File: config.mk
export PLATFORM = sky130hd
export DESIGN_NAME = amer_put_seq
export DESIGN_NICKNAME = d
export VERILOG_FILES = /design/src/rtl/amer_put_pkg.sv /design/src/rtl/seq_watchdog.sv /design/src/rtl/amer_put_seq.sv
export SDC_FILE = /design/constraint.sdc
export NUM_CORES = 1
export LEC_CHECK = 0
export ABC_AREA = 1
export CAP_MARGIN = 20
export CELL_PAD_IN_SITES_DETAIL_PLACEMENT = 1
export CELL_PAD_IN_SITES_GLOBAL_PLACEMENT = 1
export CORE_MARGIN = 2
export CORE_UTILIZATION = 30
export CTS_BUF_LIST = sky130_fd_sc_hd__clkbuf_16
export CTS_CLUSTER_SIZE = 40
export DETAILED_ROUTE_END_ITERATION = 6
export PLACE_DENSITY = 0.77
export SLEW_MARGIN = 20
export SYNTH_ARGS = -nofsm -noshare
export SYNTH_HDL_FRONTEND = slang
export SYNTH_HIERARCHICAL = 1
export SYNTH_SLANG_ARGS = --single-unit
File: constraint.sdc
create_clock -name clk -period 4.89 [get_ports clk]
set_input_delay 1.2225 -clock clk [delete_from_list [all_inputs] [get_ports clk]]
set_output_delay 1.2225 -clock clk [all_outputs]
set_load 0.01 [all_outputs]
File: src/rtl/amer_put_pkg.sv
// rtl/amer_put_pkg.sv - shared types and defaults for the American put run sequencer
package amer_put_pkg;

    localparam int DATA_W           = 64;
    localparam int N_W_DEF          = 16;
    localparam int DRAIN_CYCLES_DEF = 12;
    localparam int WDOG_W_DEF       = 24;

    typedef enum logic [2:0] {
        IDLE    = 3'd0,
        INIT    = 3'd1,
        WAIT_S1 = 3'd2,
        RUN     = 3'd3,
        DRAIN   = 3'd4,
        HOLD    = 3'd5,
        ERR     = 3'd6
    } seq_state_t;

endpackage

File: src/rtl/seq_watchdog.sv
// rtl/seq_watchdog.sv - saturating no-progress counter for the run sequencer
module seq_watchdog
    import amer_put_pkg::*;
#(
    parameter int WDOG_W = WDOG_W_DEF
) (
    input  logic clk,
    input  logic nrst,
    input  logic en,
    input  logic clr,
    output logic expired
);

    logic [WDOG_W-1:0] cnt;

    assign expired = &cnt;

    always_ff @(posedge clk or negedge nrst) begin
        if (!nrst) begin
            cnt <= '0;
        end else if (clr) begin
            cnt <= '0;
        end else if (en && !expired) begin
            cnt <= cnt + WDOG_W'(1);
        end
    end

endmodule

File: src/rtl/amer_put_seq.sv
// rtl/amer_put_seq.sv - run sequencer: accept, stage-1 launch, level count, drain, result handshake
module amer_put_seq
    import amer_put_pkg::*;
#(
    parameter int N_W          = N_W_DEF,
    parameter int DRAIN_CYCLES = DRAIN_CYCLES_DEF,
    parameter int WDOG_W       = WDOG_W_DEF
) (
    input  logic              clk,
    input  logic              nrst,
    input  logic              req,
    output logic              ack,
    input  logic [N_W-1:0]    n_steps,
    input  logic              abort,
    output logic              start_s1,
    input  logic              done_init,
    input  logic              done_s1,
    input  logic              step_done,
    input  logic [DATA_W-1:0] result_in,
    output logic [DATA_W-1:0] result,
    output logic              result_valid,
    input  logic              result_ready,
    output logic              busy,
    output logic              error,
    output logic [N_W-1:0]    steps_left,
    output logic [2:0]        state
);

    localparam logic [7:0] DRAIN_LOAD = 8'(DRAIN_CYCLES - 1);

    seq_state_t        cur, nxt;
    logic [N_W-1:0]    steps_q, steps_d;
    logic              init_seen, init_seen_d;
    logic              s1_seen, s1_seen_d;
    logic [7:0]        drain_q, drain_d;
    logic [DATA_W-1:0] result_q, result_d;
    logic              valid_q, valid_d;
    logic              wdog_en, wdog_clr, wdog_expired;
    logic              progress, both_seen;

    assign progress  = done_init | done_s1 | step_done;
    assign both_seen = (init_seen | done_init) & (s1_seen | done_s1);

    always_comb begin
        nxt         = cur;
        steps_d     = steps_q;
        init_seen_d = init_seen;
        s1_seen_d   = s1_seen;
        drain_d     = drain_q;
        result_d    = result_q;
        valid_d     = valid_q;

        if (abort) begin
            nxt         = IDLE;
            valid_d     = 1'b0;
            steps_d     = '0;
            init_seen_d = 1'b0;
            s1_seen_d   = 1'b0;
            drain_d     = '0;
        end else begin
            case (cur)
                IDLE: begin
                    if (req) begin
                        steps_d     = n_steps;
                        init_seen_d = 1'b0;
                        s1_seen_d   = 1'b0;
                        nxt         = INIT;
                    end
                end
                INIT: begin
                    init_seen_d = init_seen | done_init;
                    s1_seen_d   = s1_seen | done_s1;
                    nxt         = WAIT_S1;
                end
                WAIT_S1: begin
                    init_seen_d = init_seen | done_init;
                    s1_seen_d   = s1_seen | done_s1;
                    if (both_seen) begin
                        if (steps_q != '0) begin
                            nxt = RUN;
                        end else begin
                            nxt     = DRAIN;
                            drain_d = DRAIN_LOAD;
                        end
                    end else if (wdog_expired && !progress) begin
                        nxt = ERR;
                    end
                end
                RUN: begin
                    if (step_done) begin
                        if (steps_q != '0) begin
                            steps_d = steps_q - N_W'(1);
                        end
                        if (steps_q <= N_W'(1)) begin
                            nxt     = DRAIN;
                            drain_d = DRAIN_LOAD;
                        end
                    end else if (wdog_expired) begin
                        nxt = ERR;
                    end
                end
                DRAIN: begin
                    // Sample only once the eval pipeline and memory have settled.
                    if (drain_q == '0) begin
                        result_d = result_in;
                        valid_d  = 1'b1;
                        nxt      = HOLD;
                    end else begin
                        drain_d = drain_q - 8'd1;
                    end
                end
                HOLD: begin
                    if (result_ready) begin
                        valid_d = 1'b0;
                        nxt     = IDLE;
                    end
                end
                ERR: begin
                    nxt = ERR;
                end
                default: begin
                    nxt = IDLE;
                end
            endcase
        end
    end

    always_ff @(posedge clk or negedge nrst) begin
        if (!nrst) begin
            cur       <= IDLE;
            steps_q   <= '0;
            init_seen <= 1'b0;
            s1_seen   <= 1'b0;
            drain_q   <= '0;
            result_q  <= '0;
            valid_q   <= 1'b0;
        end else begin
            cur       <= nxt;
            steps_q   <= steps_d;
            init_seen <= init_seen_d;
            s1_seen   <= s1_seen_d;
            drain_q   <= drain_d;
            result_q  <= result_d;
            valid_q   <= valid_d;
        end
    end

    // Clearing on any state change gives every watched state a fresh budget.
    assign wdog_en  = (cur == INIT) || (cur == WAIT_S1) || (cur == RUN);
    assign wdog_clr = (nxt != cur) || progress;

    seq_watchdog #(
        .WDOG_W(WDOG_W)
    ) u_wdog (
        .clk     (clk),
        .nrst    (nrst),
        .en      (wdog_en),
        .clr     (wdog_clr),
        .expired (wdog_expired)
    );

    assign ack          = (cur == INIT);
    assign start_s1     = (cur == INIT);
    assign busy         = (cur != IDLE);
    assign error        = (cur == ERR);
    assign result       = result_q;
    assign result_valid = valid_q;
    assign steps_left   = steps_q;
    assign state        = cur;

endmodule

==> results of run 1 <==
## registers in the layout, summed over array words and instances (netlist names)
signal / cells
result_valid: 1
init_seen: 1
steps_left: 16
s1_seen: 1
u_wdog/cnt: 24
drain_q: 8
result: 64
state: 3
## cell families (layout without fill, tap and decap cells)
logic type	count (synthesis)	count (layout)	share of synthesized area, %
buffers and inverters	90	279	6.76
AO/OA/AOI/OAI	87	87	8.20
XOR/XNOR	7	7	0.939
AND/OR/NAND/NOR	344	344	23.7
adder cells (fa/ha/maj)	6	6	1.15
flip-flops	118	118	45.2
multiplexers	65	65	14.0
## metrics by stage
stage | power, uW | util, %
2_1_floorplan | 1450 | -
3_3_place_gp | 1750 | 40.1
3_5_place_dp | 1770 | 40.1
4_1_cts | 3090 | 43.0
5_1_grt | 3200 | 43.0
6_report | 3050 | 43.0
## critical path: stages (launching register included)
cell	delay, ps
sky130_fd_sc_hd__dfrtp_1	620
sky130_fd_sc_hd__inv_1	190
sky130_fd_sc_hd__nor3_1	660
sky130_fd_sc_hd__clkdlybuf4s50_1	700
## where the power goes
group          internal (uW)  switching, uW  leakage [uW]
Sequential              1040           70.9       0.00160
Combinational            299            335       0.00236
Clock                    805            499      0.000289
## per-layer routing
| metal | vias up | GRT usage [%] | routed length (um) |
|---|---|---|---|
| met1 | 2780 | 21.6 | 8520 |
| met4 | 0 | 4.95 | 243 |
| met5 | - | 0 | 0 |
| met2 | 144 | 29.8 | 9490 |
| li1 | 2713 | - | - |
| met3 | 17 | 6.74 | 1410 |
## worst min path at each step
stage / startpoint / slack (ps) / end
after floorplan: drain_q[0] / 460 / drain_q[0]
after global placement: drain_q[0] / 470 / drain_q[0]
after detailed placement: result[0] / 490 / result[0]
after CTS: result[0] / 510 / result[0]
after global routing: result[3] / 520 / result[3]
final: drain_q[0] / 500 / drain_q[0]
## cells in the final DEF (no fill, tap or decap), drive strengths merged, types with 5 or more instances in the layout
cell	count
nor2	88
ha	6
a21oi	15
clkbuf	17
nand2	174
o22ai	9
or2	6
nand4	14
nor3	7
xor2	5
inv	74
buf	5
dfrtp	118
mux2	64
nand3	53
clkdlybuf4s50	174
o21ai	55
## cell type report
class	count	area share, %
Clock buffer	17	4.67
Clock inverter	15	1.98
Inverter	68	2.86
Multi-Input combinational cell	509	34.5
Sequential cell	118	32.4
Tap cell	275	3.77
Timing Repair Buffer	179	19.8
==> reports/qor.yml, run 1 <==
powerDensity_nw_per_um2: 335
r2r_end: "u_wdog/cnt[2]"
endpoint_kind: "output pin"
postRouteWirelength_um: 19700
buffer_ports.inserted: 175
avgViaCountPerCell: 4.79
regToRegSetupSlack_ps: 1390
ff_latch_area_um2: 2950
number_of_buffers_on_the_longest_clock_path: 2
worst_slew_margin_rel_pct: 44.7
tns_ps: 0
placed_cells: 1149
area.growth.synth_to_final_pct: 39.6
yosysSeqAreaShare_pct: 45.2
post_synth_edffs: 0
timing.critical_path.from: "state[0]"
worst_setup_hold_path_clk_slew_ps: 60
place_area_um2: 8510
postRouteAntennaNets: 0
yosysWarnings: 6
reg2regPathDepth: 23
post_synth_instance_area_um2: 6530
start_util_pct: 30.8
multi_input_comb_area_um2: 3150
grt_setup_unrepaired: "no"
synth.most_common_cell: "sky130_fd_sc_hd__nand2_1"
final_hold_slack_ps: 502
postLayoutCellArea_um2: 9110
antenna_found_initial: 0
layout_cells_sized_above_1_pct: 16.9
hold_path_depth: 2
postSynthRegisterBits: 118
synth_commonest_cells: "sky130_fd_sc_hd__nand2_1 (164), sky130_fd_sc_hd__dfrtp_1 (118), sky130_fd_sc_hd__nor2_1 (75)"
routed_via_count: 5654
syn_avg_cell_area_um2: 9.11
synthDominantAreaCellType: "sky130_fd_sc_hd__dfrtp_1"
synth_instances: 717
die-area_um2: 23000
diodes: 0
num_rows: 53
worstPathRequired_ps: 3670
grt_max_degree: 63
synth_area_leaders: "sky130_fd_sc_hd__dfrtp_1 (45%), sky130_fd_sc_hd__mux2_4 (11%), sky130_fd_sc_hd__nand2_1 (9.4%)"
syn-num-nets: 811
crit-reg2reg-launch: "u_wdog/cnt[1]"
maxCapViolations: 0
cts_buffers: 17
timing.final.crit_period_ps: 3800
tightest_slew_ps: 828
p_leak_uw: 0.00425
floorplan.io_pins: 176
finalSetupViolations: 0
crit_type: "reg2out"
cts_tree: "yes"
finalClockSkew_ps: 10.8
final_min_period_over_clock_period_pct: 77.7
fp.dieH_um: 152
gp_congestion: 0.757
filler_cell_count: 2479
timing.final.ws_setup_ps: 1090
grt_first_pass_wirelength_um: 31800
post_cts.resized_instances: 0
die_width_um: 152
htreeDepth: 4
hold_viol_final: 0
insertion_delay_ps: 420
dp_hpwl_um: 14400
crit_path_max_fanout: 9
route.detailed.drc: 0
number_of_buffers_added_for_setup_after_cts: 0
yosys.cell_types.count: 42
final_cell_count_without_fillers: 1181
vdd_drop_max_mv: 0.239
initialDrtViolationCount: 168
max_freq_mhz: 263
timing.critical_path.to: "start_s1"
drv_slew: 0
clk_root_buffer_cell: "sky130_fd_sc_hd__clkbuf_16"
data_arrival_time_of_the_worst_path_ps: 2580
number_of_clock_sinks_seen_by_cts: 118
run_status: "finished, final reports clean"
firstDrtPassIters: 5
number_of_hold_repair_buffers_added_at_the_cts_stage: 0
worstHoldPathType: "reg2reg"
synthArstFlopShare_pct: 100
first_global_vias: 6021
coreArea_um2: 21200
global_route.overflow_total: 0
setup.worst_path.start_class: "flop"
synth_top_flop_cell: "sky130_fd_sc_hd__dfrtp_1"
design.final.nets: 987
area_share_of_the_largest_cell_type_after_synthesis_pct: 45.2
gr-usage-all-layers_pct: 17.9
post_drt_wl_per_cell_um: 16.7
placement.setup.worst_slack_ps: 884
No activity file was read; power rests on OpenSTA's default activity.
==> inputs of run 2 (changes only) <==
--- a/config.mk
+++ b/config.mk
@@ -14,7 +14,7 @@
 export CTS_BUF_LIST = sky130_fd_sc_hd__clkbuf_16
 export CTS_CLUSTER_SIZE = 40
 export DETAILED_ROUTE_END_ITERATION = 6
-export PLACE_DENSITY = 0.77
+export PLACE_DENSITY = 0.79
 export SLEW_MARGIN = 20
 export SYNTH_ARGS = -nofsm -noshare
 export SYNTH_HDL_FRONTEND = slang
==> constraint.sdc (replaced) <==
create_clock -name clk -period 3.3 [get_ports clk]
set_input_delay 0.825 -clock clk [delete_from_list [all_inputs] [get_ports clk]]
set_output_delay 0.825 -clock clk [all_outputs]
set_load 0.01 [all_outputs]
==> run 2 against run 1 <==
Net effect:
- flip-flop and latch count did not move
- non-clock buffer count rose by 13
- clock skew fell by 0.88 ps
- final cell count rose by 1.0%
- clock power rose by 43%
- largest power group unchanged
- global-route usage rose by 0.45 points
- largest cell class unchanged
- critical path depth rose by 1
- highest routed layer unchanged
- sequential power rose by 48%
- die area did not move
- clock-buffer cell count did not move
- worst hold slack got worse by 130 ps
==> reports/qor.yml, run 2 (same netlist as run 1, synthesis figures left out) <==
run_status: "finished, final reports clean"
worstHoldPathType: "in2async"
floorplan.io_pins: 176
number_of_buffers_on_the_longest_clock_path: 2
layout_cells_sized_above_1_pct: 18.4
fp.dieH_um: 152
filler_cell_count: 2468
reg2regPathDepth: 24
initialDrtViolationCount: 159
avgViaCountPerCell: 4.78
num_rows: 53
final_common_cell: "sky130_fd_sc_hd__clkdlybuf4s50_1"
number_of_buffers_added_for_setup_after_cts: 0
drv_slew: 0
area.growth.synth_to_final_pct: 41.2
data_arrival_time_of_the_worst_path_ps: 2220
maxCapViolations: 0
crit_path_max_fanout: 9
worstSetupPathDepth: 4
gr-usage-all-layers_pct: 18.3
vdd_drop_max_mv: 0.320
timing.final.crit_period_ps: 3050
crit_type: "reg2out"
post_drt_wl_per_cell_um: 17.1
worst_path_dominant_cell_family: "buffers and inverters"
slowest_stage: "sky130_fd_sc_hd__dfrtp_1"
diodes: 0
antenna_found_initial: 0
final_cell_count_without_fillers: 1193
finalClockSkew_ps: 9.90
coreArea_um2: 21200
htreeDepth: 4
placed_cells: 1162
critical_path_buf_inv_count: 3
gp_congestion: 0.761
hold_viol_final: 0
endpoint_kind: "output pin"
p_leak_uw: 0.00430
start_util_pct: 30.8
grt_max_degree: 43
routed_via_count: 5706
design.final.nets: 1000
max_freq_mhz: 328
worst_slew_margin_rel_pct: 64.4
postLayoutCellArea_um2: 9220
timing.critical_path.to: "ack"
worstPathRequired_ps: 2470
finalSetupViolations: 0
insertion_delay_ps: 420
critPathMaxStageDelay_ps: 570
place_area_um2: 8630
tightest_slew_ps: 534
critical_path.cell_chain: "inv_1 > nor3_1 > buf_4 > clkdlybuf4s50_1"
route.detailed.drc: 0
buffer_ports.inserted: 175
final_cell_mix: "sky130_fd_sc_hd__clkdlybuf4s50_1 (174), sky130_fd_sc_hd__nand2_1 (164), sky130_fd_sc_hd__dfrtp_1 (118), sky130_fd_sc_hd__nor2_1 (73), sky130_fd_sc_hd__inv_1 (62)"
die_width_um: 152
first_global_vias: 6218
postRouteAntennaNets: 0
postRouteWirelength_um: 20400
dp_hpwl_um: 15000
firstDrtPassIters: 5
cts_tree: "yes"
setup.worst_path.start_class: "flop"
worst_setup_hold_path_clk_slew_ps: 60
crit-reg2reg-launch: "u_wdog/cnt[1]"
number_of_clock_sinks_seen_by_cts: 118
largest_register_ff_count: 64
post-layout-total-power_uw: 4470
timing.critical_path.from: "state[0]"
die-area_um2: 23000
global_route.overflow_total: 0
clk_root_buffer_cell: "sky130_fd_sc_hd__clkbuf_16"
tns_ps: 0
grt_setup_unrepaired: "no"
powerDensity_nw_per_um2: 485
regToRegSetupSlack_ps: 410
cts_buffers: 17
final_min_period_over_clock_period_pct: 92.3
r2r_end: "u_wdog/cnt[7]"
grt_first_pass_wirelength_um: 32500
==> run 2: cell count changes in the layout (fill, tap and decap cells not counted) <==
cell	before	now
sky130_fd_sc_hd__buf_12	2	4
sky130_fd_sc_hd__clkinv_4	2	0
sky130_fd_sc_hd__inv_2	4	5
sky130_fd_sc_hd__nor2_2	7	8
sky130_fd_sc_hd__bufinv_16	3	2
sky130_fd_sc_hd__clkinvlp_4	4	5
sky130_fd_sc_hd__nor2_4	5	6
sky130_fd_sc_hd__inv_6	4	5
sky130_fd_sc_hd__inv_1	64	62
sky130_fd_sc_hd__buf_4	3	14
sky130_fd_sc_hd__nor2_1	75	73
sky130_fd_sc_hd__clkinv_2	0	1
==> run 2: worst register-to-register path, cell delays in order (launching register included) <==
cell                      delay, ps
sky130_fd_sc_hd__dfrtp_1        380
sky130_fd_sc_hd__ha_1           210
sky130_fd_sc_hd__nand2_1        120
sky130_fd_sc_hd__nor2_4         150
sky130_fd_sc_hd__nand2_2        140
sky130_fd_sc_hd__nor2_2         150
sky130_fd_sc_hd__nand2_1        100
sky130_fd_sc_hd__nor2_2         160
sky130_fd_sc_hd__nand2_1         90
sky130_fd_sc_hd__nand2_1         70
sky130_fd_sc_hd__nand2_1         50
sky130_fd_sc_hd__nand2_1         50
sky130_fd_sc_hd__nand2_1         50
sky130_fd_sc_hd__nand3_1        100
sky130_fd_sc_hd__nand2_1         80
sky130_fd_sc_hd__nand2_1         80
sky130_fd_sc_hd__nand2_1         50
sky130_fd_sc_hd__nor2_1          80
sky130_fd_sc_hd__nand2_1         80
sky130_fd_sc_hd__inv_2          110
sky130_fd_sc_hd__buf_4          170
sky130_fd_sc_hd__o21ai_0         90
sky130_fd_sc_hd__nor2_1         120
sky130_fd_sc_hd__nand2_1         90
sky130_fd_sc_hd__o21ai_2         70
==> run 2: where the power goes <==
part | leakage (uW) | switching, uW | internal, uW | total (uW)
clock network | 0.000270 | 745 | 1110 | 1860
logic | 0.00243 | 510 | 455 | 966
registers | 0.00160 | 101 | 1540 | 1640
==> run 2: layout make-up <==
type	count	area (um^2)	share of cell area [%]
multi-input combinational	509	3160	34.3
sequential	118	2950	32.0
timing repair buffer	192	1930	20.9
clock buffer	17	425	4.62
tap	275	344	3.73
inverter	68	260	2.82
clock inverter	14	150	1.63
==> run 2: worst min path at each step <==
stage / slack, ps / endpoint
2_1_floorplan: 460 / drain_q[0]
3_3_place_gp: 470 / drain_q[0]
3_5_place_dp: 480 / drain_q[0]
4_1_cts: 390 / steps_left[9]
5_1_grt: 410 / steps_left[9]
6_report: 380 / steps_left[9]
==> run 2: metal layers <==
layer	part of all wire (%)	global-route usage [%]	vias up	wire length, um
met5	0	0	-	0
met1	43	21.8	2806	8730
met3	6.7	6.65	15	1380
li1	-	-	2734	-
met4	1.4	4.91	0	280
met2	49	31.3	151	10000
==> run 2: stage by stage <==
stage / setup slack (ps) / util (%) / hold WS [ps]
after floorplan: 439 / - / 459
after global routing: 43.3 / 43.4 / 413
after CTS: 179 / 43.4 / 394
final: 254 / 43.4 / 376
after global placement: 197 / 40.7 / 472
after detailed placement: 128 / 40.7 / 479
==> run 2: what timing repair did <==
| action | 4_1_cts | 5_1_grt |
|---|---|---|
| resized for setup | 0 | 4 |
| hold buffers | 0 | 0 |
| endpoints found under the setup margin | 0 | 20 |
==> inputs of run 3 (changes only) <==
--- a/config.mk
+++ b/config.mk
@@ -9,7 +9,7 @@
 export CAP_MARGIN = 20
 export CELL_PAD_IN_SITES_DETAIL_PLACEMENT = 1
 export CELL_PAD_IN_SITES_GLOBAL_PLACEMENT = 1
-export CORE_MARGIN = 2
+export CORE_MARGIN = 4
 export CORE_UTILIZATION = 30
 export CTS_BUF_LIST = sky130_fd_sc_hd__clkbuf_16
 export CTS_CLUSTER_SIZE = 40
==> run 3 against run 2 <==
Net effect:
- critical path type unchanged
- clock-buffer cell count is the same
- worst hold slack improved by 8.7 ps
- critical endpoint unchanged
- largest cell class unchanged
- highest routed layer unchanged
- clock power about the same
- non-clock buffer count unchanged
- utilization hardly changed
- routed wire length is 3.2% higher
- final area hardly changed
- setup slack lost 59 ps
==> reports/qor.yml, run 3 (same netlist as run 1, synthesis figures left out) <==
die-area_um2: 24200
firstDrtPassIters: 5
insertion_delay_ps: 420
num_rows: 53
regToRegSetupSlack_ps: 290
design.final.nets: 1000
final_cell_mix: "sky130_fd_sc_hd__clkdlybuf4s50_1 (174), sky130_fd_sc_hd__nand2_1 (164), sky130_fd_sc_hd__dfrtp_1 (118), sky130_fd_sc_hd__nor2_1 (74), sky130_fd_sc_hd__inv_1 (62)"
global_route.overflow_total: 0
floorplan.io_pins: 176
number_of_buffers_added_for_setup_after_cts: 0
htreeDepth: 4
highest-signal-layer: "met4"
timing.final.ws_setup_ps: 195
timing.final.crit_period_ps: 3100
wl_met3_um: 1550
worst_setup_hold_path_clk_slew_ps: 60
postRouteAntennaNets: 0
coreArea_um2: 21200
finalSetupViolations: 0
placement.setup.worst_slack_ps: 59.7
crit_type: "reg2out"
post_drt_wl_per_cell_um: 17.7
hold_viol_final: 0
endpoint_kind: "output pin"
tns_ps: 0
buffer_ports.inserted: 175
start_util_pct: 30.8
switching_power_uw: 1430
maxCapViolations: 0
avgViaCountPerCell: 4.78
worstPathRequired_ps: 2470
power.share.combinational_pct: 21.5
die_width_um: 156
routed_via_count: 5710
met2WireLength_um: 10500
final_min_period_over_clock_period_pct: 94.1
power_switching_share_pct: 31.7
number_of_clock_sinks_seen_by_cts: 118
number_of_buffers_on_the_longest_clock_path: 2
fp.dieH_um: 156
gr-usage-all-layers_pct: 17.8
antenna_found_initial: 0
grt_first_pass_wirelength_um: 34300
cts_tree: "yes"
finalClockSkew_ps: 13.3
power.share.clock_pct: 41.9
initialDrtViolationCount: 236
p_leak_uw: 0.00431
data_arrival_time_of_the_worst_path_ps: 2280
area.growth.synth_to_final_pct: 41.0
first_global_vias: 6351
gp_congestion: 0.834
power_frac_seq_pct: 36.6
powerDensity_nw_per_um2: 488
grt_max_degree: 66
vdd_drop_max_mv: 0.316
internal-power_uw: 3070
final_cell_count_without_fillers: 1194
cts_buffers: 17
layout_cells_sized_above_1_pct: 18.4
drv_slew: 0
setup.worst_path.start_class: "flop"
diodes: 0
postRouteWirelength_um: 21100
placed_cells: 1162
grt_setup_unrepaired: "no"
route.detailed.drc: 0
largest_register_ff_count: 64
post-layout-total-power_uw: 4500
tightest_slew_ps: 558
run_status: "finished, final reports clean"
dp_hpwl_um: 15100
clk_root_buffer_cell: "sky130_fd_sc_hd__clkbuf_16"
routed_met1_length_um: 8670
crit_path_max_fanout: 9
worst_slew_margin_rel_pct: 62.8
max_freq_mhz: 322
worstHoldPathType: "in2async"
final_common_cell: "sky130_fd_sc_hd__clkdlybuf4s50_1"
layout.core_utilization_pct: 43.4
## run 3: cell type report
cell class | count | area [um^2]
clock inverter | 15 | 159
timing repair buffer | 192 | 1910
sequential | 118 | 2950
fill | 2459 | 12000
inverter | 68 | 263
multi-input combinational | 509 | 3150
clock buffer | 17 | 425
tap | 275 | 344
## run 3: per-layer routing
layer | up-vias | GRT usage (%)
li1 | 2735 | -
met1 | 2815 | 20.9
met2 | 143 | 30.4
met3 | 17 | 7.32
met4 | 0 | 4.75
met5 | - | 0
## run 3: power groups by stage
stage | clock (uW) | combinational, uW | sequential, uW
6_report | 1880 | 968 | 1650
2_1_floorplan | 0 | 471 | 1680
3_5_place_dp | 0 | 970 | 1670
4_1_cts | 1930 | 979 | 1650
3_3_place_gp | 0 | 946 | 1670
5_1_grt | 2010 | 1070 | 1660
## run 3: final timing paths
kind	from	endpoint	depth (start not counted)
hold / removal	nrst	result[12]	1
setup reg to reg	u_wdog/cnt[1]	u_wdog/cnt[7]	24
max in group asynchronous	nrst	u_wdog/cnt[22]	2
hold reg to reg	drain_q[0]	drain_q[0]	2
setup / recovery	state[0]	ack	4
min in group clk	drain_q[0]	drain_q[0]	2
## run 3: per-stage QoR
stage          instance area, um^2  hold slack, ps
2_1_floorplan                 6530             459
3_3_place_gp                  8620             473
3_5_place_dp                  8620             492
4_1_cts                       9200             389
5_1_grt                       9210             404
6_report                      9210             384
## run 3: critical path, stage by stage, from the launching register on
cell                              delay [ps]
sky130_fd_sc_hd__dfrtp_1                 580
sky130_fd_sc_hd__inv_1                   180
sky130_fd_sc_hd__nor3_1                  360
sky130_fd_sc_hd__buf_4                   210
sky130_fd_sc_hd__clkdlybuf4s50_1         530
## run 3: what timing repair did
item | in CTS | in global routing
hold buffers | 0 | 0
setup endpoints to repair | 0 | 15
resized for setup | 0 | 2
